==> config.mk <==
export PLATFORM = sky130hd
export DESIGN_NAME = snake_renderer
export DESIGN_NICKNAME = d
export VERILOG_FILES = /design/src/rtl/snake_renderer.sv
export SDC_FILE = /design/constraint.sdc
export NUM_CORES = 1
export LEC_CHECK = 0
export BUFFER_PORTS_ARGS = -buffer_cell sky130_fd_sc_hd__buf_4
export CAP_MARGIN = 20
export CORE_ASPECT_RATIO = 1.75
export CORE_MARGIN = 1
export CORE_UTILIZATION = 50
export CTS_CLUSTER_DIAMETER = 80
export DETAILED_ROUTE_END_ITERATION = 12
export PLACE_DENSITY = 0.7
export SLEW_MARGIN = 25
export SYNTH_ARGS = -nofsm -noshare
export SYNTH_HDL_FRONTEND = slang
export SYNTH_SLANG_ARGS = --single-unit
==> constraint.sdc <==
create_clock -name CLK -period 11.9 [get_ports CLK]
set_input_delay 0 -clock CLK [delete_from_list [all_inputs] [get_ports CLK]]
set_output_delay 0 -clock CLK [all_outputs]
set_load 0.01 [all_outputs]
==> src/rtl/snake_renderer.sv <==
// Snake game core: segment shift register, move/collision FSM
// and registered per-pixel colour lookup for a 160x120 cell grid.
module snake_renderer #(
  parameter int          SNAKE_LENGTH   = 20,
  parameter logic [11:0] COL_BACKGROUND = 12'h00F,
  parameter logic [11:0] COL_BODY       = 12'hFF0,
  parameter logic [11:0] COL_HEAD       = 12'h0F0,
  parameter logic [11:0] COL_TARGET     = 12'hF00,
  parameter logic [11:0] COL_DEAD       = 12'h800
) (
  input  logic        CLK,
  input  logic        RESET,
  input  logic        MOVE_TICK,
  input  logic [1:0]  DIRECTION,
  input  logic [7:0]  TARGET_X,
  input  logic [6:0]  TARGET_Y,
  input  logic [9:0]  ADDRH,
  input  logic [8:0]  ADDRV,
  output logic [11:0] COLOUR_OUT,
  output logic        TARGET_REACHED,
  output logic        DEAD
);

  typedef enum logic {S_PLAY, S_DEAD} state_t;

  localparam logic [1:0] D_UP    = 2'd0;
  localparam logic [1:0] D_RIGHT = 2'd1;
  localparam logic [1:0] D_DOWN  = 2'd2;
  localparam logic [1:0] D_LEFT  = 2'd3;

  state_t      r_state;
  logic [1:0]  r_dir;
  logic [7:0]  r_seg_x [SNAKE_LENGTH];
  logic [6:0]  r_seg_y [SNAKE_LENGTH];
  logic [11:0] r_colour;
  logic        r_target_reached;

  logic [1:0]  w_dir;
  logic [7:0]  w_nx;
  logic [6:0]  w_ny;
  logic        w_hit;
  logic        w_on_target_next;
  logic [7:0]  w_px;
  logic [6:0]  w_py;
  logic        w_px_head;
  logic        w_px_body;
  logic        w_px_target;

  // Opposite headings differ only in bit 1, so a reverse is dir ^ 2.
  assign w_dir = (DIRECTION == (r_dir ^ 2'd2)) ? r_dir : DIRECTION;

  always_comb begin
    w_nx = r_seg_x[0];
    w_ny = r_seg_y[0];
    unique case (w_dir)
      D_UP:    w_ny = (r_seg_y[0] == 7'd0)   ? 7'd119 : r_seg_y[0] - 7'd1;
      D_DOWN:  w_ny = (r_seg_y[0] >= 7'd119) ? 7'd0   : r_seg_y[0] + 7'd1;
      D_LEFT:  w_nx = (r_seg_x[0] == 8'd0)   ? 8'd159 : r_seg_x[0] - 8'd1;
      D_RIGHT: w_nx = (r_seg_x[0] >= 8'd159) ? 8'd0   : r_seg_x[0] + 8'd1;
      default: ;
    endcase
  end

  // The tail vacates its cell on this move, so it cannot be hit.
  always_comb begin
    w_hit = 1'b0;
    for (int i = 0; i < SNAKE_LENGTH - 1; i++) begin
      if (r_seg_x[i] == w_nx && r_seg_y[i] == w_ny) w_hit = 1'b1;
    end
  end

  assign w_on_target_next = (w_nx == TARGET_X) && (w_ny == TARGET_Y);

  assign w_px = ADDRH[9:2];
  assign w_py = ADDRV[8:2];

  assign w_px_head   = (r_seg_x[0] == w_px) && (r_seg_y[0] == w_py);
  assign w_px_target = (TARGET_X == w_px) && (TARGET_Y == w_py);

  always_comb begin
    w_px_body = 1'b0;
    for (int i = 1; i < SNAKE_LENGTH; i++) begin
      if (r_seg_x[i] == w_px && r_seg_y[i] == w_py) w_px_body = 1'b1;
    end
  end

  always_ff @(posedge CLK or posedge RESET) begin
    if (RESET) begin
      r_state          <= S_PLAY;
      r_dir            <= D_RIGHT;
      r_colour         <= 12'h000;
      r_target_reached <= 1'b0;
      for (int i = 0; i < SNAKE_LENGTH; i++) begin
        r_seg_x[i] <= 8'(80 - i);
        r_seg_y[i] <= 7'd60;
      end
    end else begin
      r_target_reached <= 1'b0;
      unique case (r_state)
        S_PLAY: begin
          if (MOVE_TICK) begin
            r_dir <= w_dir;
            if (w_hit) begin
              r_state <= S_DEAD;
            end else begin
              for (int i = 1; i < SNAKE_LENGTH; i++) begin
                r_seg_x[i] <= r_seg_x[i-1];
                r_seg_y[i] <= r_seg_y[i-1];
              end
              r_seg_x[0]       <= w_nx;
              r_seg_y[0]       <= w_ny;
              r_target_reached <= w_on_target_next;
            end
          end
          if (w_px_head)        r_colour <= COL_HEAD;
          else if (w_px_body)   r_colour <= COL_BODY;
          else if (w_px_target) r_colour <= COL_TARGET;
          else                  r_colour <= COL_BACKGROUND;
        end
        S_DEAD: begin
          r_colour <= COL_DEAD;
        end
        default: r_state <= S_DEAD;
      endcase
    end
  end

  assign COLOUR_OUT     = r_colour;
  assign TARGET_REACHED = r_target_reached;
  assign DEAD           = (r_state == S_DEAD);

endmodule
==> flow_summary.toml <==
[timing]
slew_viol_final = 0
setup_viol = 0
post-route-period-util = 0.542
finalHoldViolCount = 0
worst_slack_ns = 5.45
fin_setup_tns_ns = 0
period_needed_ns = 6.45
slew_headroom = 0.305
fmax_mhz = 155
tightest_slew_ns = 1.04
finalClockSkew_ns = 0.0137
rsz0062_at_grt = "no"

[worst_setup_path]
r2r_slack_ns = 5.45
setup.worst_path.start_class = "register"
path_max_fanout = 137
critPathArrivalTime_ns = 6.91
critical_path_class = "reg -> reg"
cp.required_ns = 12.36
endpoint_kind = "register"
crit_start = "r_seg_x[152]$_DFFE_PP0P_"
rr_startpoint = "r_seg_x[152]$_DFFE_PP0P_"

[clock_tree]
clk_pin_slew_ns = 0.07
postCtsSetupBuffers = 0
cts_sinks = 308
cts_root_buffer = "clkbuf_16"
cts_inserted_buffers = 30
cts_buffer_depth = 3
cts_tree = "done"
clock_latency_ns = 0.58
htree_levels = 1

[logic_synthesis]
synth_top_area_frac = 0.193
ys_warn_count = 0
syn-num-nets = 1785
synth.area.top_cells = "dfrtp_1, dfstp_2, mux2_4"
yosys.cell_count.top_type = "xor2_1"
synth_cells = 1741
synth-async-reset-ratio = 1.00
synthTopCellsByCount = "xor2_1, mux2_4, xnor2_1, dfrtp_1, dfstp_2"
seq_area_frac_synth = 0.377
syn_avg_cell_area_um2 = 12.0
yosys.area.top_type = "dfrtp_1"
ys_seq_elements = 308
synth_edf_count = 0
synth-main-ff-cell = "dfrtp_1"
synth.distinct_cells = 62
syn_area_mm2 = 0.0209

[placement]
dp_hpwl_mm = 39.1
preCtsSetupSlack_ns = 5.56
place.port_buffers = 48
gp_congestion = 0.895

[cells_and_area]
final_nets = 1758
seq_area_mm2 = 0.00789
syn_to_final_growth_pct = 7.01
multiInputGateArea_mm2 = 0.0121
layout-drive-gt1-share = 0.319
num_antenna_cells = 0
fill_cells = 3456

[floorplanning]
core-area_mm2 = 0.0411
boundaryPins = 53
die_height_um = 273
initial_core_util = 0.509
rows = 98
dieArea_mm2 = 0.0427
die_w_um = 157

[grt]
grt_overflow = 0
met1_usage = 0.318
antenna_found_initial = 0
grt_pass1_wl_mm = 90.3
grtUsageMet2 = 0.486
grt_max_degree = 138
grt_usage = 0.283
busiest_layer = "met2"
grt_pass1_vias = 14700
grtUsageMet3 = 0.0368

[drt]
ant_nets = 0
drc_errors = 0
drt_pass1_iterations = 5
wl_mm = 58.8
post_drt_via_cell_ratio = 5.92
routed-via-count = 13500
detail_route.iter0.violations = 834
wl_per_cell_um = 25.7

[power]
p_leak_nw = 9.64
switching_share = 0.412
p_per_area_mw_per_mm2 = 315
p_seq_frac = 0.367
combPwrFrac = 0.489
p_int_mw = 4.15
clockPowerShare = 0.144
ir_drop_v = 0.000189
power_switching_mw = 2.90

[outcome]
status = "completed"

[flow_run]
drv_cap = 0

[worst_hold_path]
hold_class = "in -> async"
-- layout make-up --
cell class,count,area share
sequential,308,0.353
timing repair buffer,76,0.0269
clock buffer,44,0.0400
multi-input combinational,1286,0.541
clock inverter,12,0.00671
tap,550,0.0307
inverter,12,0.00235
-- path summary, 6_finish.rpt --
check | cells past startpoint | endpoint
max | 16 | r_seg_y[111]$_DFFE_PP0P_
min | 3 | r_seg_y[133]$_DFFE_PP0P_
max reg2reg | 16 | r_seg_y[111]$_DFFE_PP0P_
min reg2reg | 1 | r_seg_x[1]$_DFFE_PP0P_
max in group asynchronous | 5 | r_seg_x[79]$_DFFE_PP0P_
min in group CLK | 6 | COLOUR_OUT[3]$_DFF_PP0_
-- state kept, by name (all words and copies together), names as in the netlist --
name            count
r_seg_x           160
r_seg_y           140
COLOUR_OUT          4
r_dir               2
DEAD                1
TARGET_REACHED      1
-- placed cells by master (no fill, tap or decap), types with 6 or more instances in the layout --
| master | n |
|---|---|
| buf_4 | 68 |
| mux2_4 | 254 |
| a21oi_1 | 10 |
| nand2_1 | 15 |
| dfrtp_1 | 161 |
| nor4_1 | 99 |
| nor3_1 | 40 |
| and3_1 | 9 |
| mux2i_1 | 10 |
| inv_1 | 11 |
| o22ai_1 | 7 |
| dfstp_2 | 147 |
| clkbuf_8 | 7 |
| xnor2_1 | 201 |
| clkbuf_1 | 6 |
| xor2_1 | 407 |
| mux2_1 | 29 |
| nand3_1 | 32 |
| a31oi_1 | 8 |
| nand4_1 | 57 |
| nor2_1 | 19 |
| mux2_2 | 14 |
| clkbuf_16 | 31 |
| o21ai_0 | 9 |
| dlygate4sd3_1 | 6 |
-- critical path, stage by stage (launching register included) --
cell,delay [ns]
dfrtp_1,0.58
inv_1,0.19
ha_1,0.26
nor4b_1,0.30
a211o_1,0.18
a21oi_1,0.09
a311oi_4,0.29
buf_4,0.51
xor2_1,0.13
nor4_1,0.38
nand3_1,0.13
nor4_1,0.69
and4b_1,0.31
nand4_4,0.10
buf_12,0.73
buf_4,0.91
mux2_1,0.38
-- what timing repair did --
action,in CTS,in global routing
setup endpoints to repair,0,0
hold buffers,6,0
gates resized for setup,0,0
endpoints found under the hold margin,104,0
-- cells by family (layout without fill, tap and decap cells) --
group                    Yosys count  in the layout  share of synthesized area
AO/OA/AOI/OAI                     70             70                     0.0232
multiplexers                     308            308                      0.211
adder cells (fa/ha/maj)            5              5                    0.00299
flip-flops                       308            308                      0.377
buffers and inverters            147            144                     0.0488
AND/OR/NAND/NOR                  295            295                     0.0819
XOR/XNOR                         608            608                      0.255
-- stage by stage --
step           hold slack [ns]  instance area (µm²)  cells  total power, mW  utilization
2_1_floorplan            0.117                20900   1741             5.18            -
3_3_place_gp             0.168                21300   2226             5.89        0.518
3_5_place_dp             0.170                21300   2226             6.00        0.518
4_1_cts                 0.0835                22400   2288             7.05        0.545
5_1_grt                  0.146                22400   2288             7.41        0.545
6_report                0.0841                22400   2288             7.06        0.545
-- power by group through the flow --
stage | Clock, mW | Combinational (mW) | Sequential, mW
2_1_floorplan | 0 | 2.94 | 2.24
3_3_place_gp | 0 | 3.33 | 2.56
3_5_place_dp | 0 | 3.42 | 2.58
4_1_cts | 1.03 | 3.45 | 2.57
5_1_grt | 1.07 | 3.69 | 2.65
6_report | 1.02 | 3.45 | 2.59
-- layer usage --
| metal | wire length [µm] | vias to the layer above |
|---|---|---|
| met1 | 22100 | 6972 |
| met3 | 2260 | 197 |
| met4 | 4610 | 0 |
| met5 | 0 | - |
| li1 | - | 5950 |
| met2 | 29800 | 420 |
Note: power is estimated with default switching activity, not from simulation.
